==> config.mk <==
export PLATFORM = sky130hd
export DESIGN_NAME = if_fetch
export DESIGN_NICKNAME = d
export VERILOG_FILES = /design/src/rtl/if_fetch_pkg.sv /design/src/rtl/if_pfbuf.sv /design/src/rtl/if_fetch.sv
export SDC_FILE = /design/constraint.sdc
export NUM_CORES = 1
export LEC_CHECK = 0
export BUFFER_PORTS_ARGS = -buffer_cell sky130_fd_sc_hd__buf_2
export CORE_ASPECT_RATIO = 1.75
export CORE_MARGIN = 2
export CORE_UTILIZATION = 45
export CTS_BUF_LIST = sky130_fd_sc_hd__clkbuf_16
export DETAILED_ROUTE_END_ITERATION = 6
export GPL_TIMING_DRIVEN = 0
export PLACE_DENSITY = 0.71
export SYNTH_ARGS = -nofsm -noshare
export SYNTH_HDL_FRONTEND = slang
export SYNTH_SLANG_ARGS = --single-unit
==> constraint.sdc <==
create_clock -name clk -period 2.3 [get_ports clk]
set_clock_uncertainty 0.15 [all_clocks]
set_input_delay 0.23 -clock clk [delete_from_list [all_inputs] [get_ports clk]]
set_output_delay 0.23 -clock clk [all_outputs]
set_load 0.01 [all_outputs]
==> src/rtl/if_fetch_pkg.sv <==
// Shared definitions for the byte-serial instruction fetch unit.
// State encoding, bubble constant, reset PC default and request-lane helper.
package if_fetch_pkg;

    typedef enum logic [2:0] {
        IDLE  = 3'd0,
        REQ0  = 3'd1,
        REQ1  = 3'd2,
        REQ2  = 3'd3,
        REQ3  = 3'd4,
        WAIT3 = 3'd5,
        HOLD  = 3'd6
    } state_t;

    localparam logic [31:0] BUBBLE       = 32'h0000_0000;
    localparam logic [31:0] RESET_PC_DEF = 32'h0000_0000;

    // Byte lane requested by a REQn state; other states never issue requests.
    function automatic logic [1:0] req_lane(input state_t s);
        case (s)
            REQ1:    return 2'd1;
            REQ2:    return 2'd2;
            REQ3:    return 2'd3;
            default: return 2'd0;
        endcase
    endfunction

endpackage

==> src/rtl/if_pfbuf.sv <==
// One-entry prefetch buffer (built only with IF_PREFETCH_EN): holds {pc, word} of a fetch completed under stall.
// Latency: load visible next cycle. Backpressure: flush beats load beats take; caller never loads while full.
// Holds its entry until taken or flushed.
`ifdef IF_PREFETCH_EN
module if_pfbuf (
    input  logic        clk,
    input  logic        rst,
    input  logic        i_load,
    input  logic        i_take,
    input  logic        i_flush,
    input  logic [63:0] i_dat,
    output logic        o_vld,
    output logic [63:0] o_dat
);

    logic        r_vld;
    logic [63:0] r_dat;

    always_ff @(posedge clk) begin
        if (rst || i_flush) begin
            r_vld <= 1'b0;
            r_dat <= 64'h0;
        end else if (i_load) begin
            r_vld <= 1'b1;
            r_dat <= i_dat;
        end else if (i_take) begin
            r_vld <= 1'b0;
        end
    end

    assign o_vld = r_vld;
    assign o_dat = r_dat;

endmodule
`endif

==> src/rtl/if_fetch.sv <==
// Instruction fetch: assembles a 32-bit word from four byte reads and presents it in HOLD (macro IF_PREFETCH_EN adds a prefetch buffer).
// Latency: 5 cycles REQ0->HOLD with continuous grant; each denied grant adds one cycle.
// Backpressure: stall freezes HOLD; redirect (id_if_pce) overrides everything and restarts at REQ0.
module if_fetch
    import if_fetch_pkg::*;
#(
    parameter logic [31:0] RESET_PC = RESET_PC_DEF
) (
    input  logic        clk,
    input  logic        rst,
    input  logic        stall,
    input  logic        id_if_pce,
    input  logic [31:0] id_if_pc,
    input  logic [31:0] id_if_off,
    input  logic        mem_gnt,
    input  logic [7:0]  mem_din,
    output logic        mem_rd,
    output logic [31:0] mem_a,
    output logic [31:0] pc,
    output logic [31:0] is
);

    state_t      r_state, w_state_nxt;
    logic [31:0] r_fa, w_fa_nxt;
    logic [31:0] r_is, w_is_nxt;
    logic [31:0] r_pc, w_pc_nxt;
    logic [23:0] r_lanes;
    logic        r_cap_vld, w_cap_vld_nxt;
    logic [1:0]  r_cap_lane, w_cap_lane_nxt;
    logic        w_lanes_clr;
    logic [1:0]  w_lane;
    logic [31:0] w_word;

    // Lane 3 arrives during WAIT3 and goes straight into the presented word.
    assign w_word = {mem_din, r_lanes};

`ifdef IF_PREFETCH_EN
    logic        r_stalled, w_stalled_nxt;
    logic        w_pf_load, w_pf_take, w_pf_flush, w_pf_vld;
    logic [63:0] w_pf_din, w_pf_dat;

    assign w_pf_din = {r_fa + 32'd4, w_word};

    if_pfbuf u_pfbuf (
        .clk     (clk),
        .rst     (rst),
        .i_load  (w_pf_load),
        .i_take  (w_pf_take),
        .i_flush (w_pf_flush),
        .i_dat   (w_pf_din),
        .o_vld   (w_pf_vld),
        .o_dat   (w_pf_dat)
    );

    always_ff @(posedge clk) begin
        if (rst) r_stalled <= 1'b0;
        else     r_stalled <= w_stalled_nxt;
    end
`endif

    always_ff @(posedge clk) begin
        if (rst) begin
            r_state    <= IDLE;
            r_fa       <= RESET_PC;
            r_is       <= BUBBLE;
            r_pc       <= 32'h0;
            r_cap_vld  <= 1'b0;
            r_cap_lane <= 2'd0;
        end else begin
            r_state    <= w_state_nxt;
            r_fa       <= w_fa_nxt;
            r_is       <= w_is_nxt;
            r_pc       <= w_pc_nxt;
            r_cap_vld  <= w_cap_vld_nxt;
            r_cap_lane <= w_cap_lane_nxt;
        end
    end

    always_ff @(posedge clk) begin
        if (rst || w_lanes_clr) begin
            r_lanes <= 24'h0;
        end else if (r_cap_vld) begin
            case (r_cap_lane)
                2'd0:    r_lanes[7:0]   <= mem_din;
                2'd1:    r_lanes[15:8]  <= mem_din;
                2'd2:    r_lanes[23:16] <= mem_din;
                default: r_lanes        <= r_lanes;
            endcase
        end
    end

    always_comb begin
        w_state_nxt    = r_state;
        w_fa_nxt       = r_fa;
        w_is_nxt       = r_is;
        w_pc_nxt       = r_pc;
        w_cap_vld_nxt  = 1'b0;
        w_cap_lane_nxt = 2'd0;
        w_lanes_clr    = 1'b0;
        w_lane         = req_lane(r_state);
        mem_rd         = 1'b0;
        mem_a          = 32'h0;
`ifdef IF_PREFETCH_EN
        w_pf_load      = 1'b0;
        w_pf_take      = 1'b0;
        w_pf_flush     = 1'b0;
        w_stalled_nxt  = r_stalled;
        // Held word is consumed as soon as stall drops while prefetching.
        if (r_stalled && !stall) begin
            w_is_nxt      = BUBBLE;
            w_stalled_nxt = 1'b0;
        end
`endif

        case (r_state)
            IDLE: w_state_nxt = REQ0;

            REQ0, REQ1, REQ2, REQ3: begin
                mem_rd = 1'b1;
                mem_a  = r_fa + {30'd0, w_lane};
                if (mem_gnt) begin
                    w_cap_vld_nxt  = 1'b1;
                    w_cap_lane_nxt = w_lane;
                    case (r_state)
                        REQ0:    w_state_nxt = REQ1;
                        REQ1:    w_state_nxt = REQ2;
                        REQ2:    w_state_nxt = REQ3;
                        default: w_state_nxt = WAIT3;
                    endcase
                end
            end

            WAIT3: begin
                w_state_nxt = HOLD;
`ifdef IF_PREFETCH_EN
                if (r_stalled && stall) begin
                    w_pf_load     = 1'b1;
                    w_stalled_nxt = 1'b0;
                end else
`endif
                begin
                    w_is_nxt = w_word;
                    w_pc_nxt = r_fa + 32'd4;
                end
            end

            HOLD: begin
`ifdef IF_PREFETCH_EN
                if (w_pf_vld) begin
                    if (!stall) begin
                        w_is_nxt  = w_pf_dat[31:0];
                        w_pc_nxt  = w_pf_dat[63:32];
                        w_pf_take = 1'b1;
                    end
                end else if (stall) begin
                    w_fa_nxt      = r_fa + 32'd4;
                    w_state_nxt   = REQ0;
                    w_stalled_nxt = 1'b1;
                end else
`endif
                if (!stall) begin
                    w_fa_nxt    = r_fa + 32'd4;
                    w_state_nxt = REQ0;
                    w_is_nxt    = BUBBLE;
                end
            end

            default: w_state_nxt = IDLE;
        endcase

        // Redirect beats stall, HOLD advance and any in-flight byte.
        if (id_if_pce) begin
            w_state_nxt   = REQ0;
            w_fa_nxt      = id_if_off + id_if_pc;
            w_is_nxt      = BUBBLE;
            w_cap_vld_nxt = 1'b0;
            w_lanes_clr   = 1'b1;
`ifdef IF_PREFETCH_EN
            w_pf_flush    = 1'b1;
            w_pf_load     = 1'b0;
            w_pf_take     = 1'b0;
            w_stalled_nxt = 1'b0;
`endif
        end
    end

    assign pc = r_pc;
    assign is = r_is;

endmodule

==> summary.md, run 1 <==
| Metric | Value |
|---|---|
| Outcome | `finished, violations left` |
| Failing checks | `negative setup slack` |
| Sw Pwr | `1.879 mW` |
| Nets@finish | `1300` |
| Period minus WS final | `2.860 ns` |
| CP cell instances | `ha_4 > nand3_4 > or4_4 > nor2_4 > and3_4 > nand2_2 > xor2_1 > nor2_1 > buf_2` |
| Leakage Power | `4.568 nW` |
| H-tree levels | `4` |
| Commonest non-fill, non-tap cells in the layout | `176 x buf_2, 164 x nor2_1, 114 x dfxtp_1` |
| Total clock buffers created by CTS | `17` |
| Worst hold path class | `in -> reg` |
| Area Overhead vs Synth | `38.81%` |
| Yosys warnings | `0` |
| CTS tree | `built` |
| Netlist cell types | `80` |
| Top-level I/O count | `174` |
| Synth top area share | `32.33%` |
| Global-route wire length before repair | `37250 um` |
| Wirelength, routed | `25720 um` |
| Sequential share of power | `37.0%` |
| Clk sinks | `126` |
| Via density | `5.529` |
| Chip height | `178.2 um` |
| Fmax | `349.7 MHz` |
| Syn_nets | `1056` |
| DIE WIDTH | `103.5 um` |
| Sw frac | `29.69%` |
| Slowest stage delay, CP | `0.58 ns` |
| Nature of the critical path startpoint | `register` |
| Drt drc | `0` |
| DP Wirelength | `17650 um` |
| Util after Layout | `63.91%` |
| Slowest cell on crit path | `or4_4` |
| Cell family with most CP delay | `simple AND/OR/NAND/NOR gates` |
| Drt pass-1 iters | `6` |
| Max_cap viols | `0` |
| Post-Synthesis Cell Area | `7802 um^2` |
| Number of core rows | `63` |
| Max clock buf depth | `2` |
| Wire per inst | `18.02 um` |
| Core ar. | `16950 um^2` |
| Largest fanout on the critical path | `3` |
| Clock share of power | `42.0%` |
| Max VDD drop | `0.5274 mV` |
| Clock Pin Slew Worst Setup and Hold Paths | `0.06 ns` |
| P per Cell Area | `584.3 nW/um^2` |
| Worst Max-Slew Pin Slew | `0.7937 ns` |
| Slew Viols, Final | `0` |
| Flops & latches, synth | `126` |
| Die area | `18450 um^2` |
| Syn Inst Count | `943` |
| Post-synth EDFFs | `0` |
| Unrepaired setup endpoints after global routing | `true` |
| Internal power | `4.449 mW` |
| Most common cell after layout, fill and taps aside | `buf_2` |
| Initial core utilization | `46.04%` |
| Clock Latency Late Sink | `0.42 ns` |
| Slew Limit Headroom | `47.09%` |
| Synth Area per Inst | `8.274 um^2` |
| Final Setup Violations | `35` |
| Final Wtd Congestion | `0.8772` |
| Top cells by area, synth | `dfxtp_1 32%, nor2_1 8.5%, xnor2_1 6.8%` |
| Total power | `6.328 mW` |
| Seq/Total Area, Yosys | `32.33%` |
| Post-DRT Antenna Nets | `0` |
| GR Util All Layers | `25.30%` |
| Primary FF master, synth | `dfxtp_1` |
| Crit path DAT | `2.48 ns` |
| Clk root buf | `clkbuf_16` |
| Fillers | `1384` |
| Number of global-route vias before repair | `7563` |
| Gate power share | `21.0%` |
| Share of cells above drive strength 1 | `36.25%` |
| Vias | `7890` |
| Worst setup margin | `-0.5599 ns` |
| Initial antenna violation count | `0` |
| Largest area contributor in the netlist | `dfxtp_1` |
| Ys async rst share | `0%` |
| Largest net degree at the start of global routing | `17` |
| GRT overflow | `0` |
| Tcrit/Tclk final | `124.3%` |
| Worst Path Required | `1.92 ns` |
| Starting DRT DRC Count | `567` |
| Crit path kind | `reg -> out` |
| Ant. Diodes | `0` |
| CP Buf/Inv Count | `1` |
| Setup crit end kind | `output pin` |
| PortBufs | `172` |
| Final hold vios | `0` |
## per-stage QoR
stage | hold slack, ns | cell area (um^2) | TNS, ns | setup WS [ns] | instances
floorplan | 0.2239 | 7960 | -0.09795 | -0.05290 | 943
global placement | 0.3219 | 9105 | -23.52 | -0.6313 | 1342
detailed placement | 0.3296 | 9105 | -27.19 | -0.7232 | 1342
CTS | 0.004685 | 10200 | -11.78 | -0.4999 | 1406
global route | 0.03326 | 10830 | -16.12 | -0.6096 | 1427
finish | 0.003556 | 10830 | -13.50 | -0.5599 | 1427
## timing repair
| action | CTS | global route |
|---|---|---|
| resized for setup | 67 | 109 |
| pin swaps | 32 | 62 |
| setup endpoints to repair | 102 | 56 |
| gates cloned | 0 | 1 |
| endpoints found under the hold margin | 4 | 0 |
| hold buffers | 1 | 0 |
| buffers inserted | 31 | 30 |
## registers in the layout (all words and copies together), names as in the netlist
name,count
r_fa,32
r_cap_vld,1
r_cap_lane,2
pc,32
r_lanes,24
is,32
r_state,3
## kinds of logic after synthesis
family | after synthesis | share of synthesized area, %
AOI/OAI and AO/OA | 206 | 18.87
xor gates and xnor gates | 109 | 12.24
adders and majority gates | 36 | 5.965
DFF | 126 | 32.33
buffers and inverters | 85 | 5.196
and+or+nand+nor | 351 | 21.55
muxes | 30 | 3.849
## per-layer routing
metal / share of wire [%] / global-route usage (%) / up-vias
li1: - / - / 3766
met1: 35 / 25.58 / 3721
met2: 54 / 49.56 / 308
met3: 4.5 / 3.325 / 95
met4: 6.2 / 14.13 / 0
met5: 0 / 0 / -
## area by class of cell
cell class	count	area (um^2)	area share, %
Timing Repair Buffer	235	1438	13.27
Inverter	14	55.05	0.5083
Clock buffer	17	425.4	3.928
Multi-Input combinational cell	732	5567	51.40
Tap cell	227	284.0	2.622
Buffer	61	347.8	3.212
Clock inverter	15	163.9	1.513
Sequential cell	126	2550	23.54
## tightest hold or removal path, cell delays in order
cell and delay [ns]:
buf_2 0.15, mux2i_1 0.08, nor2_1 0.07
## final timing paths
path	start	endpoint	slack (ns)	depth (start not counted)
max	r_fa[3]$_SDFFE_PP0P_	mem_a[18]	-0.56	9
min	mem_din[6]	r_lanes[14]$_SDFFE_PP0P_	0.004	3
max reg2reg	r_fa[5]$_SDFFE_PP0P_	r_fa[29]$_SDFFE_PP0P_	-0.04	9
min reg2reg	r_lanes[0]$_SDFFE_PP0P_	r_lanes[0]$_SDFFE_PP0P_	0.34	2
## power groups by stage
stage | Combinational [mW] | Clock, mW | Sequential (mW)
after floorplan | 0.820 | 0 | 2.35
after global placement | 1.13 | 0 | 2.36
after detailed placement | 1.14 | 0 | 2.37
after CTS | 1.21 | 2.67 | 2.32
after global routing | 1.44 | 2.78 | 2.34
final | 1.33 | 2.66 | 2.34
## cell usage after synthesis (all sizes together), types with 7 or more instances
| cell | n |
|---|---|
| xnor2 | 61 |
| or3 | 7 |
| a22oi | 32 |
| a21oi | 43 |
| and3 | 14 |
| a21o | 19 |
| nor3 | 8 |
| clkbuf | 39 |
| o21ai | 19 |
| mux2i | 30 |
| inv | 14 |
| nor2 | 179 |
| nor2b | 7 |
| xor2 | 48 |
| dfxtp | 126 |
| nand3 | 21 |
| ha | 34 |
| nand2 | 75 |
| nand2b | 7 |
| buf | 30 |
| a31oi | 7 |
| a211oi | 51 |
Power figures use the tool's default switching activity.
==> run 2: changes to the inputs <==
--- a/config.mk
+++ b/config.mk
@@ -12,7 +12,7 @@
 export CTS_BUF_LIST = sky130_fd_sc_hd__clkbuf_16
 export DETAILED_ROUTE_END_ITERATION = 6
 export GPL_TIMING_DRIVEN = 0
-export PLACE_DENSITY = 0.71
+export PLACE_DENSITY_LB_ADDON = 0.1
 export SYNTH_ARGS = -nofsm -noshare
 export SYNTH_HDL_FRONTEND = slang
 export SYNTH_SLANG_ARGS = --single-unit
==> summary.md, run 2 (synthesis gave the netlist of run 1 again) <==
| Metric | Value |
|---|---|
| Outcome | `finished, violations left (unchanged)` |
| Failing checks | `negative setup slack (unchanged)` |
| Placed inst area | `9105 um^2 (unchanged)` |
| Initial core utilization | `46.04% (unchanged)` |
| Worst hold path class | `in -> reg (unchanged)` |
| Nature of the critical path startpoint | `register (unchanged)` |
| Unrepaired setup endpoints after global routing | `true (unchanged)` |
| Max clock buf depth | `2 (unchanged)` |
| Slew Viols, Final | `0 (unchanged)` |
| Die area | `18450 um^2 (unchanged)` |
| Worst setup margin | `-0.5679 ns (was -0.5599 ns)` |
| Design area | `10920 um^2 (was 10830 um^2)` |
| Number of global-route vias before repair | `7397 (was 7563)` |
| Largest net degree at the start of global routing | `17 (unchanged)` |
| Fillers | `1443 (was 1384)` |
| Clk root buf | `clkbuf_16 (unchanged)` |
| Post-DRT Antenna Nets | `0 (unchanged)` |
| Max_cap viols | `0 (unchanged)` |
| Slew Limit Headroom | `49.15% (was 47.09%)` |
| Crit path kind | `reg -> out (unchanged)` |
| Drt pass-1 iters | `5 (was 6)` |
| Total clock buffers created by CTS | `17 (unchanged)` |
| Chip height | `178.2 um (unchanged)` |
| Cell family with most CP delay | `adder cells (was simple AND/OR/NAND/NOR gates)` |
| Starting DRT DRC Count | `448 (was 567)` |
| Initial antenna violation count | `0 (unchanged)` |
| GRT overflow | `0 (unchanged)` |
| CP Buf/Inv Count | `3 (was 1)` |
| Total power | `6.339 mW (was 6.328 mW)` |
| Leakage Power | `4.714 nW (was 4.568 nW)` |
| Setup crit end kind | `output pin (unchanged)` |
| Share of cells above drive strength 1 | `36.98% (was 36.25%)` |
| Wire per inst | `17.12 um (was 18.02 um)` |
| Worst Max-Slew Pin Slew | `0.7628 ns (was 0.7937 ns)` |
| Final cell count without fillers | `1433 (was 1427)` |
| Area Overhead vs Synth | `39.90% (was 38.81%)` |
| Max VDD drop | `0.5018 mV (was 0.5274 mV)` |
| Final Setup Violations | `37 (was 35)` |
| Final hold vios | `0 (unchanged)` |
| Worst Path Required | `1.92 ns (about the same)` |
| Gate power share | `20.6% (was 21.0%)` |
| Largest fanout on the critical path | `4 (was 3)` |
| Internal power | `4.532 mW (was 4.449 mW)` |
| Fmax | `348.7 MHz (was 349.7 MHz)` |
| R2r setup slk | `-0.15 ns (was -0.04 ns)` |
| CP cell instances | `buf_8 > xnor2_4 > nor2_2 > ha_2 > fa_2 > inv_2 > nor2_2 > xnor2_1 > nor2_1 > buf_2 (was ha_4 > nand3_4 > or4_4 > nor2_4 > and3_4 > nand2_2 > xor2_1 > nor2_1 > buf_2)` |
| Critical Path Most Common Cell | `nor2_2` |
| Clock share of power | `42.6% (was 42.0%)` |
| Drt drc | `0 (unchanged)` |
| P per Cell Area | `580.7 nW/um^2 (was 584.3 nW/um^2)` |
| Commonest non-fill, non-tap cells in the layout | `176 x buf_2, 167 x nor2_1, 114 x dfxtp_1 (was 176 x buf_2, 164 x nor2_1, 114 x dfxtp_1)` |
| Slowest stage delay, CP | `0.43 ns (was 0.58 ns)` |
| Slowest cell on crit path | `fa_2 (was or4_4)` |
| DP Wirelength | `17690 um (was 17650 um)` |
| Top-level I/O count | `174 (unchanged)` |
| Nets@finish | `1307 (was 1300)` |
| GR Util All Layers | `25.53% (was 25.30%)` |
| Clk sinks | `126 (unchanged)` |
| Vias | `7622 (was 7890)` |
| CTS tree | `built (unchanged)` |
| Sequential share of power | `36.8% (was 37.0%)` |
| H-tree levels | `4 (unchanged)` |
| Number of core rows | `63 (unchanged)` |
| Clock Latency Late Sink | `0.41 ns (was 0.42 ns)` |
| Global-route wire length before repair | `37420 um (was 37250 um)` |
| Ant. Diodes | `0 (unchanged)` |
| Most common cell after layout, fill and taps aside | `buf_2 (unchanged)` |
| Sw Pwr | `1.807 mW (was 1.879 mW)` |
| Final Wtd Congestion | `0.8772 (unchanged)` |
| Tcrit/Tclk final | `124.7% (was 124.3%)` |
| DIE WIDTH | `103.5 um (unchanged)` |
| Sw frac | `28.51% (was 29.69%)` |
| Placed insts | `1342 (unchanged)` |
| Via density | `5.319 (was 5.529)` |
| TNS Setup | `-13.66 ns (was -13.50 ns)` |
| Period minus WS final | `2.868 ns (was 2.860 ns)` |
| Core ar. | `16950 um^2 (unchanged)` |
| PortBufs | `172 (unchanged)` |
| Wirelength, routed | `24530 um (was 25720 um)` |
| Crit path DAT | `2.49 ns (was 2.48 ns)` |
| Clock Pin Slew Worst Setup and Hold Paths | `0.05 ns (was 0.06 ns)` |
run 2: cell count changes in the layout (fill, tap and decap cells not counted), sizes merged:
cell         before  now
bufinv            2    3
dlygate4sd3       1    2
clkbuf           50   55
clkinvlp          5    2
buf             260  261
inv              17   15
clkinv            5    8
run 2: area by class of cell:
class                      count  area [um^2]  share of cell area (%)
buffer                        66        386.6                   3.542
clock buffer                  17        425.4                   3.897
clock inverter                14        168.9                   1.547
inverter                      14        55.05                  0.5044
multi-input combinational    732         5583                   51.15
sequential                   126         2547                   23.34
tap                          227        284.0                   2.602
timing repair buffer         237         1465                   13.42
run 2: worst reg2reg max path: cells and delay by family (launching register included):
family                 cells  cell delay, ns
flip-flops                 1            0.38
buffers and inverters      3            0.46
XOR/XNOR                   1            0.17
AO/OA/AOI/OAI              1            0.10
AND/OR/NAND/NOR            6            1.08
run 2: repair_timing:
action,CTS,global route
pin swaps,53,61
hold endpoints to repair,5,0
buffers inserted,42,25
setup endpoints to repair,101,60
cloned,1,0
hold buffers,2,0
resized for setup,110,78
run 2: power groups by stage:
| stage | clock, mW | combinational [mW] | sequential, mW |
|---|---|---|---|
| 3_5_place_dp | 0 | 1.14 | 2.37 |
| 3_3_place_gp | 0 | 1.14 | 2.36 |
| 6_report | 2.70 | 1.30 | 2.33 |
| 2_1_floorplan | 0 | 0.820 | 2.35 |
| 4_1_cts | 2.72 | 1.23 | 2.32 |
| 5_1_grt | 2.83 | 1.43 | 2.34 |
run 2: path summary, 6_finish.rpt:
path,cells after the start,to,start
max reg2reg,11,r_fa[29]$_SDFFE_PP0P_,r_fa[8]$_SDFFE_PP0P_
max,10,mem_a[12],r_state[1]$_SDFFE_PP0P_
min reg2reg,2,is[9]$_SDFFE_PP0P_,is[9]$_SDFFE_PP0P_
min,3,r_cap_lane[0]$_SDFF_PP0_,mem_gnt
run 2: per-layer routing:
layer	routed length, um	GRT usage (%)
met4	1238	15.15
met2	13330	49.42
met5	0	0
met1	9100	26.00
met3	861	3.288
run 2: per-stage QoR:
step	hold slack [ns]	util [%]	setup slack, ns
3_5_place_dp	0.3319	53.72	-0.7214
6_report	0.01964	64.41	-0.5679
2_1_floorplan	0.2239	-	-0.05290
5_1_grt	0.008304	64.41	-0.6206
4_1_cts	0.008064	61.85	-0.4983
3_3_place_gp	0.3183	53.72	-0.7244
